File: src/rtl/ether_addr_pkg.sv
// Shared constants and loader state encoding for the station-address capture block.
package ether_addr_pkg;

  localparam int MAC_BYTES  = 6;
  localparam int IP_BYTES   = 4;
  localparam int ADDR_BYTES = MAC_BYTES + IP_BYTES;
  localparam int ADDR_W     = ADDR_BYTES * 8;
  localparam int MAC_W      = MAC_BYTES * 8;
  localparam int IP_W       = IP_BYTES * 8;

  localparam logic [7:0] BCAST_BYTE = 8'hff;

  typedef enum logic [1:0] {
    LD_IDLE = 2'd0,
    LD_LOAD = 2'd1,
    LD_DONE = 2'd2
  } load_state_t;

endpackage

File: src/rtl/dest_mac_match.sv
// Walks the first six bytes of each received frame and pulses on a station or broadcast hit.
module dest_mac_match
  import ether_addr_pkg::*;
#(
  parameter bit PROMISC = 1'b0
) (
  input  logic              clk,
  input  logic              rst,
  input  logic              rx_dv,
  input  logic [7:0]        rx_data,
  input  logic [MAC_W-1:0]  mac,
  input  logic              addr_valid,
  output logic              dest_match,
  output logic              dest_bcast
);

  logic [7:0] w_mac_byte [0:7];
  logic [2:0] r_idx;
  logic       r_match_acc;
  logic       r_bcast_acc;
  logic       r_av_start;
  logic       r_dest_match;
  logic       r_dest_bcast;

  // Byte k of mac is transmitted k-th (MSB first); slots 6 and 7 are never compared.
  genvar gi;
  generate
    for (gi = 0; gi < 8; gi++) begin : g_mac_byte
      if (gi < MAC_BYTES) begin : g_real
        assign w_mac_byte[gi] = mac[MAC_W-1-8*gi -: 8];
      end else begin : g_pad
        assign w_mac_byte[gi] = 8'h00;
      end
    end
  endgenerate

  logic w_first;
  logic w_match_run;
  logic w_bcast_run;
  logic w_av;

  assign w_first     = (r_idx == 3'd0);
  assign w_match_run = (rx_data == w_mac_byte[r_idx]) & (w_first | r_match_acc);
  assign w_bcast_run = (rx_data == BCAST_BYTE) & (w_first | r_bcast_acc);
  assign w_av        = w_first ? addr_valid : r_av_start;

  always_ff @(posedge clk) begin
    if (!rst) begin
      r_idx        <= 3'd0;
      r_match_acc  <= 1'b0;
      r_bcast_acc  <= 1'b0;
      r_av_start   <= 1'b0;
      r_dest_match <= 1'b0;
      r_dest_bcast <= 1'b0;
    end else begin
      r_dest_match <= 1'b0;
      r_dest_bcast <= 1'b0;
      if (!rx_dv) begin
        r_idx       <= 3'd0;
        r_match_acc <= 1'b0;
        r_bcast_acc <= 1'b0;
        r_av_start  <= 1'b0;
      end else begin
        // Index saturates at 6 so the pulse fires once per frame.
        if (r_idx != 3'd6) begin
          r_idx       <= r_idx + 3'd1;
          r_match_acc <= w_match_run;
          r_bcast_acc <= w_bcast_run;
          r_av_start  <= w_av;
        end
        if (r_idx == 3'd5) begin
          r_dest_match <= (w_match_run & w_av) | PROMISC;
          r_dest_bcast <= w_bcast_run;
        end
      end
    end
  end

  assign dest_match = r_dest_match;
  assign dest_bcast = r_dest_bcast;

endmodule

File: src/rtl/address_capture.sv
// Loads the station MAC/IP from a strobed byte stream and flags frames addressed to it.
module address_capture
  import ether_addr_pkg::*;
#(
  parameter bit PROMISC = 1'b0
) (
  input  logic              clk,
  input  logic              rst,
  input  logic [8:0]        address_set,
  input  logic              rx_dv,
  input  logic [7:0]        rx_data,
  output logic [MAC_W-1:0]  mac,
  output logic [IP_W-1:0]   ip,
  output logic              addr_valid,
  output logic              load_err,
  output logic              dest_match,
  output logic              dest_bcast
);

  load_state_t       r_state;
  load_state_t       w_state_next;
  logic [3:0]        r_cnt;
  logic [ADDR_W-1:0] r_shift;
  logic [MAC_W-1:0]  r_mac;
  logic [IP_W-1:0]   r_ip;
  logic              r_addr_valid;
  logic              r_load_err;

  logic              w_strobe;
  logic [ADDR_W-1:0] w_shift_next;
  logic              w_last;

  assign w_strobe     = address_set[8];
  assign w_shift_next = {r_shift[ADDR_W-9:0], address_set[7:0]};
  assign w_last       = w_strobe && (r_state != LD_DONE) && (r_cnt == 4'(ADDR_BYTES - 1));

  always_ff @(posedge clk) begin
    if (!rst) begin
      r_state <= LD_IDLE;
    end else begin
      r_state <= w_state_next;
    end
  end

  always_comb begin
    w_state_next = r_state;
    case (r_state)
      LD_IDLE: if (w_strobe) w_state_next = LD_LOAD;
      LD_LOAD: if (w_last)   w_state_next = LD_DONE;
      LD_DONE: w_state_next = LD_DONE;
      default: w_state_next = LD_IDLE;
    endcase
  end

  // mac/ip change only on the tenth strobe so consumers never see a half-loaded address.
  always_ff @(posedge clk) begin
    if (!rst) begin
      r_cnt        <= 4'd0;
      r_shift      <= '0;
      r_mac        <= '0;
      r_ip         <= '0;
      r_addr_valid <= 1'b0;
      r_load_err   <= 1'b0;
    end else if (w_strobe) begin
      if (r_state == LD_DONE) begin
        r_load_err <= 1'b1;
      end else begin
        r_shift <= w_shift_next;
        r_cnt   <= r_cnt + 4'd1;
        if (w_last) begin
          r_mac        <= w_shift_next[ADDR_W-1 -: MAC_W];
          r_ip         <= w_shift_next[IP_W-1:0];
          r_addr_valid <= 1'b1;
        end
      end
    end
  end

  dest_mac_match #(
    .PROMISC (PROMISC)
  ) u_dest_mac_match (
    .clk        (clk),
    .rst        (rst),
    .rx_dv      (rx_dv),
    .rx_data    (rx_data),
    .mac        (r_mac),
    .addr_valid (r_addr_valid),
    .dest_match (dest_match),
    .dest_bcast (dest_bcast)
  );

  assign mac        = r_mac;
  assign ip         = r_ip;
  assign addr_valid = r_addr_valid;
  assign load_err   = r_load_err;

endmodule

File: config.mk
export PLATFORM = sky130hd
export DESIGN_NAME = address_capture
export DESIGN_NICKNAME = d
export VERILOG_FILES = /design/src/rtl/ether_addr_pkg.sv /design/src/rtl/dest_mac_match.sv /design/src/rtl/address_capture.sv
export SDC_FILE = /design/constraint.sdc
export NUM_CORES = 1
export LEC_CHECK = 0
export BUFFER_PORTS_ARGS = -buffer_cell sky130_fd_sc_hd__buf_4
export CORE_ASPECT_RATIO = 1.4
export CORE_UTILIZATION = 45
export DETAILED_ROUTE_END_ITERATION = 8
export GPL_TIMING_DRIVEN = 1
export PLACE_DENSITY = 0.74
export SETUP_SLACK_MARGIN = 0.4
export SYNTH_ARGS = -nofsm -noshare
export SYNTH_HDL_FRONTEND = slang
export SYNTH_SLANG_ARGS = --single-unit
File: constraint.sdc
create_clock -name clk -period 6.3 [get_ports clk]
set_input_delay 1.26 -clock clk [delete_from_list [all_inputs] [get_ports clk]]
set_output_delay 1.26 -clock clk [all_outputs]
set_load 0.02 [all_outputs]
# After elaboration in Yosys (flattened, before gate mapping)
# Cells that the tools add are included.
word_totals:
  regBits: 168
  latchBits: 0
  ramBits: 0
  romBits: 0
  mem_count: 0
classes:
  addsub: 2
  mul: 0
  div: 0
  n_lt_le_gt_ge: 1
  n_eq_ne: 10
  shift: 0
  mux: 7
  bitwise: 7
  n_reduce_logical: 10
ops:
  columns: ["op", "n"]
  rows:
  - ["binary-select mux 8 bit (select 3 bit)", 1]
  - ["2-to-1 mux 8 bit", 2]
  - ["== test 8 bit", 1]
  - ["== test 8 bit, second input constant", 1]
  - ["AND reduction 2 bit", 4]
  - ["inequality test 2 bit, second input constant", 3]
  - ["case mux 2 bit (3 select lines)", 1]
  - ["AND reduction 3 bit", 2]
  - ["adder 4 x 1 -> 4 bit, second input constant", 1]
  - ["== test 4 bit, second input constant", 1]
  - [">= comparator 4 bit, second input constant", 1]
  - ["2-to-1 mux 2 bit", 2]
  - ["inverter 3 -> 4 bit", 1]
  - ["adder 3 x 1 -> 3 bit, second input constant", 1]
  - ["bitwise AND 1 bit", 3]
  - ["== test 3 bit, second input constant", 1]
  - ["logical NOT 3 bit", 1]
  - ["inequality test 3 bit, second input constant", 1]
  - ["== test 2 x 1 -> 1 bit, second input constant", 1]
  - ["== test 2 bit, second input constant", 1]
  - ["logical AND 1 bit", 2]
  - ["logical NOT 2 bit", 1]
  - ["OR 1 bit", 2]
  - ["2-to-1 mux 1 bit", 1]
  - ["inverter 1 bit", 1]

# Longest topological paths before layout
depth:
  word_depth: 7
  depth_mapped: 10
  depth_no_buf: 7

# By module
# A second synthesis with hierarchy kept.
hier_totals:
  cells_unflattened: 817
  area_unflattened_um2: 6836.6
modules_own_cells:
  columns: ["mod", "instances", "cells_each", "area_per_inst_um2"]
  rows:
  - ["address_capture", 1, 722, 5950.7]
  - ["dest_mac_match", 1, 95, 885.8]

# Worst setup path before layout
# Ideal clock, no wire load.
synth_timing:
  path_type: "input-to-reg"
  startpoint: "input address_set[8]"
  endpoint: "register r_mac[38], in the netlist mac[38]"
  setup_time_ns: 0.076
  arrival_time_ns: 2.360
  t_required_ns: 6.224
  slack_ns: 3.864
  stages: 5
  path_cell_list: "nand2b_1 -> nor3_1 -> clkbuf_1 -> nand2_1 -> a21boi_0"
synth_between:
  elab_chain_len: 3
synth_rtl:
  columns: ["element", "line", "source"]
  rows:
  - ["start: declaration", "address_capture.sv:9", "input logic [8:0] address_set,"]
  - ["logical AND 1 bit (2 in a row)", "address_capture.sv:35", "assign w_last = w_strobe && (r_state != LD_DONE) && (r_cnt == 4'(ADDR_BYTES - 1));"]
  - ["AND reduction 3 bit (no line) *", null, null]
  - ["end signal: assignment", "address_capture.sv:71", "r_mac <= w_shift_next[ADDR_W-1 -: MAC_W];"]
  - ["end: declaration", "address_capture.sv:24", "logic [MAC_W-1:0] r_mac;"]
# Every way passes the cells marked *; elsewhere a longest branch is shown, timed or not.
# A chain may end at the register's enable or synchronous reset.

# Worst setup path after layout
layout_timing:
  startpoint: "input address_set[8]"
  endpoint: "register r_mac[9], in the netlist mac[9]"
# Same word-level chain as after synthesis.

==> impl_metrics.csv <==
group,metric,value,unit
outcome,outcome,"finished clean",
setup_path,worst_setup_path_start_kind,"primary input",
global_routing,grt_pass1_vias,5203,
route,wl,16110,um
setup_path,cp.arrival,3090,ps
power,vdd_drop_max,0.1759,mV
run,maxCapViolations,0,
global_routing,grt_pass1_wl,26150,um
synth,synthesis.area,0.006937,mm2
finish,antenna_cells,0,
clock_network,cts_tree,"yes",
floorplanning,rows,53,
synth,yosysTopAreaCell,"dfxtp_1",
placed_design,routabilityCongestion,0.8901,
timing,hold_viol,0,
timing,rsz0062_at_grt,"false",
timing,fmax,363.2,MHz
route,dr.pass1.iters,5,
synth,synth.net_count,845,
timing,drv_slew,0,
placed_design,post-place-cells,1060,
timing,setup_tns,0,ps
finish,n_fill_cell,1387,
placed_design,port-buffer-count,103,
finish,layout-drive-gt1-share,0.1744,
finish,layout_common_cells,"316 x nand2_1, 168 x dfxtp_1, 152 x a21boi_0, 110 x buf_4, 17 x clkbuf_16",
route,drc,0,
clock_network,cts.sinks,168,
clock_network,ctsResizeCount,0,
timing,worst_slew_pin_slew,1127,ps
finish,fin_cells,1092,
clock_network,clk-insertion-delay-late,420,ps
clock_network,cts_setup_buffers,0,
timing,fin_crit_sh,0.4370,
floorplanning,die_w,106.9,um
floorplanning,io_pins,104,
route,wire_per_inst,14.75,um
synth,ys_seq_area_frac,0.4848,
clock_network,ctsHtreeMaxLevel,4,
route,dr_total_vias,5584,
synth,async_flop_share,0,
finish,multiInputGateArea,0.003321,mm2
power,p_per_area,267.2,mW/mm2
clock_network,clockBufferDepth,2,
clock_network,cts-root-buf,"clkbuf_16",
synth,yosysTopAreaCellShare,0.4848,
floorplanning,die_height,148.9,um
clock_network,cts_hold_buffers,0,
timing,finalClockSkew,10.28,ps
timing,relSlewSlack,0.2490,
finish,fin_nets,916,
synth,synth_ff_type,"dfxtp_1",
floorplanning,dieArea,0.01592,mm2
setup_path,slowest_delay,840,ps
setup_path,slowest_stage,"or3_2",
synth,synth-edff-count,0,
route,routed_via_density,5.114,
clock_network,clk_pin_slew_worst_paths,70,ps
setup_path,cp_max_fo,58,
floorplanning,core_area,0.01505,mm2
global_routing,antenna_found_initial,0,
synth,synth_area_leaders,"dfxtp_1 48%, nand2_1 17%, a21boi_0 16%",
finish,final_common_cell,"nand2_1",
route,drt-initial-drc-count,383,
power,power_leakage,3.033,nW
global_routing,grt_remaining_overflow,0,
setup_path,crit_chain,"buf_4 -> nand2b_2 -> or3_2 -> buf_4 -> nand2_1 -> a21boi_0",
timing,setup_viol,0,
route,ant_nets,0,
synth,ys_types,45,
global_routing,grt_use_total,0.2093,
global_routing,grt_start_max_net_pins,115,
timing,period_needed,2753,ps
setup_path,critPathKind,"primary input to register",
hold_path,min_path_type,"register to register",
synth,ys_warn_count,0,
clock_network,numCtsBuffers,17,
finish,syn2layout_area_growth,20.44,%
placed_design,dp_hpwl,10730,um
synth,synth.avg_cell_area,8.501,um2
setup_path,required,6640,ps
finish,seq_area,0.003363,mm2
synth,ys_seq_elements,168,
setup_path,cp-end-kind,"register",
setup_path,critical_path.most_common_cell,"buf_4",
floorplanning,initial_core_util,0.4608,
synth,syn_inst,816,
## Yosys cell counts, types with 3 or more instances
cell type / n
mux2i_1: 13
clkbuf_1: 53
xnor2_1: 4
mux4_1: 4
nand2_1: 316
nand3_1: 3
a21boi_0: 152
dfxtp_1: 168
nor2b_1: 7
nor3b_1: 5
and2_1: 5
a22oi_1: 4
ha_1: 9
nand4_1: 6
xor2_1: 4
inv_1: 9
a21oi_1: 6
mux2_2: 6
nor3_1: 4
nor2_1: 7
## final cells by class
cell class | count | area share
clock inverter | 13 | 0.01408
multi-input combinational | 581 | 0.3975
tap | 192 | 0.02876
inverter | 9 | 0.004044
sequential | 168 | 0.4026
timing repair buffer | 110 | 0.09885
clock buffer | 19 | 0.05422
## stage by stage
stage | total power [mW] | hold WS [ps] | instance area (um2) | utilization | worst slack (ps)
6_report | 2.233 | 452.5 | 8354 | 0.5550 | 3547
5_1_grt | 2.316 | 479.9 | 8354 | 0.5550 | 3377
4_1_cts | 2.250 | 451.8 | 8354 | 0.5550 | 3527
3_5_place_dp | 1.266 | 443.1 | 7784 | 0.5171 | 3145
3_3_place_gp | 1.265 | 437.8 | 7784 | 0.5171 | 3208
2_1_floorplan | 1.223 | 414.4 | 6937 | - | 3864
## layer usage
| metal | vias up | part of all wire | track usage |
|---|---|---|---|
| li1 | 2829 | - | - |
| met2 | 123 | 0.51 | 0.3529 |
| met1 | 2612 | 0.42 | 0.2568 |
| met4 | 0 | 0.022 | 0.08219 |
| met3 | 20 | 0.042 | 0.04937 |
| met5 | - | 0 | 0 |
## logic make-up (layout without fill, tap and decap cells)
logic type	count (synthesis)	count (layout)	synth area share
multiplexers	24	24	0.04690
adder cells (fa/ha/maj)	9	9	0.01623
buffers and inverters	67	151	0.03878
AND/OR/NAND/NOR	365	365	0.2141
flip-flops	168	168	0.4848
XOR/XNOR	8	8	0.01010
AO/OA/AOI/OAI	175	175	0.1890
## worst max-delay path, delay by kind of cell
family	cells	cell delay, ps
and+or+nand+nor	3	1010
buffers and inverters	2	570
AOI/OAI and AO/OA	1	190
## state kept, by name, indices dropped and copies added (netlist names)
register	flops
r_shift	72
load_err	1
mac	48
u_dest_mac_match.dest_bcast	1
u_dest_mac_match.r_idx	3
u_dest_mac_match.r_match_acc	1
u_dest_mac_match.r_bcast_acc	1
u_dest_mac_match.dest_match	1
r_cnt	4
addr_valid	1
ip	32
u_dest_mac_match.r_av_start	1
r_state	2
## path summary, 6_finish.rpt
kind / depth (start not counted) / slack, ps / startpoint / endpoint
worst max-delay path: 6 / 3550 / address_set[8] / mac[9]$_SDFFE_PN0P_
worst min-delay path: 2 / 450 / u_dest_mac_match.r_av_start$_SDFFE_PN0P_ / u_dest_mac_match.dest_match$_SDFF_PN0_
worst max register to register: 7 / 3710 / r_state[0]$_SDFFE_PN0P_ / mac[9]$_SDFFE_PN0P_
worst min register to register: 2 / 450 / u_dest_mac_match.r_av_start$_SDFFE_PN0P_ / u_dest_mac_match.dest_match$_SDFF_PN0_
## where the power goes
part | total (mW) | internal [mW] | switching (mW)
sequential | 1.09 | 1.08 | 0.0163
combinational | 0.146 | 0.0547 | 0.0909
clock | 0.992 | 0.567 | 0.425
No activity file was read; power rests on OpenSTA's default activity.
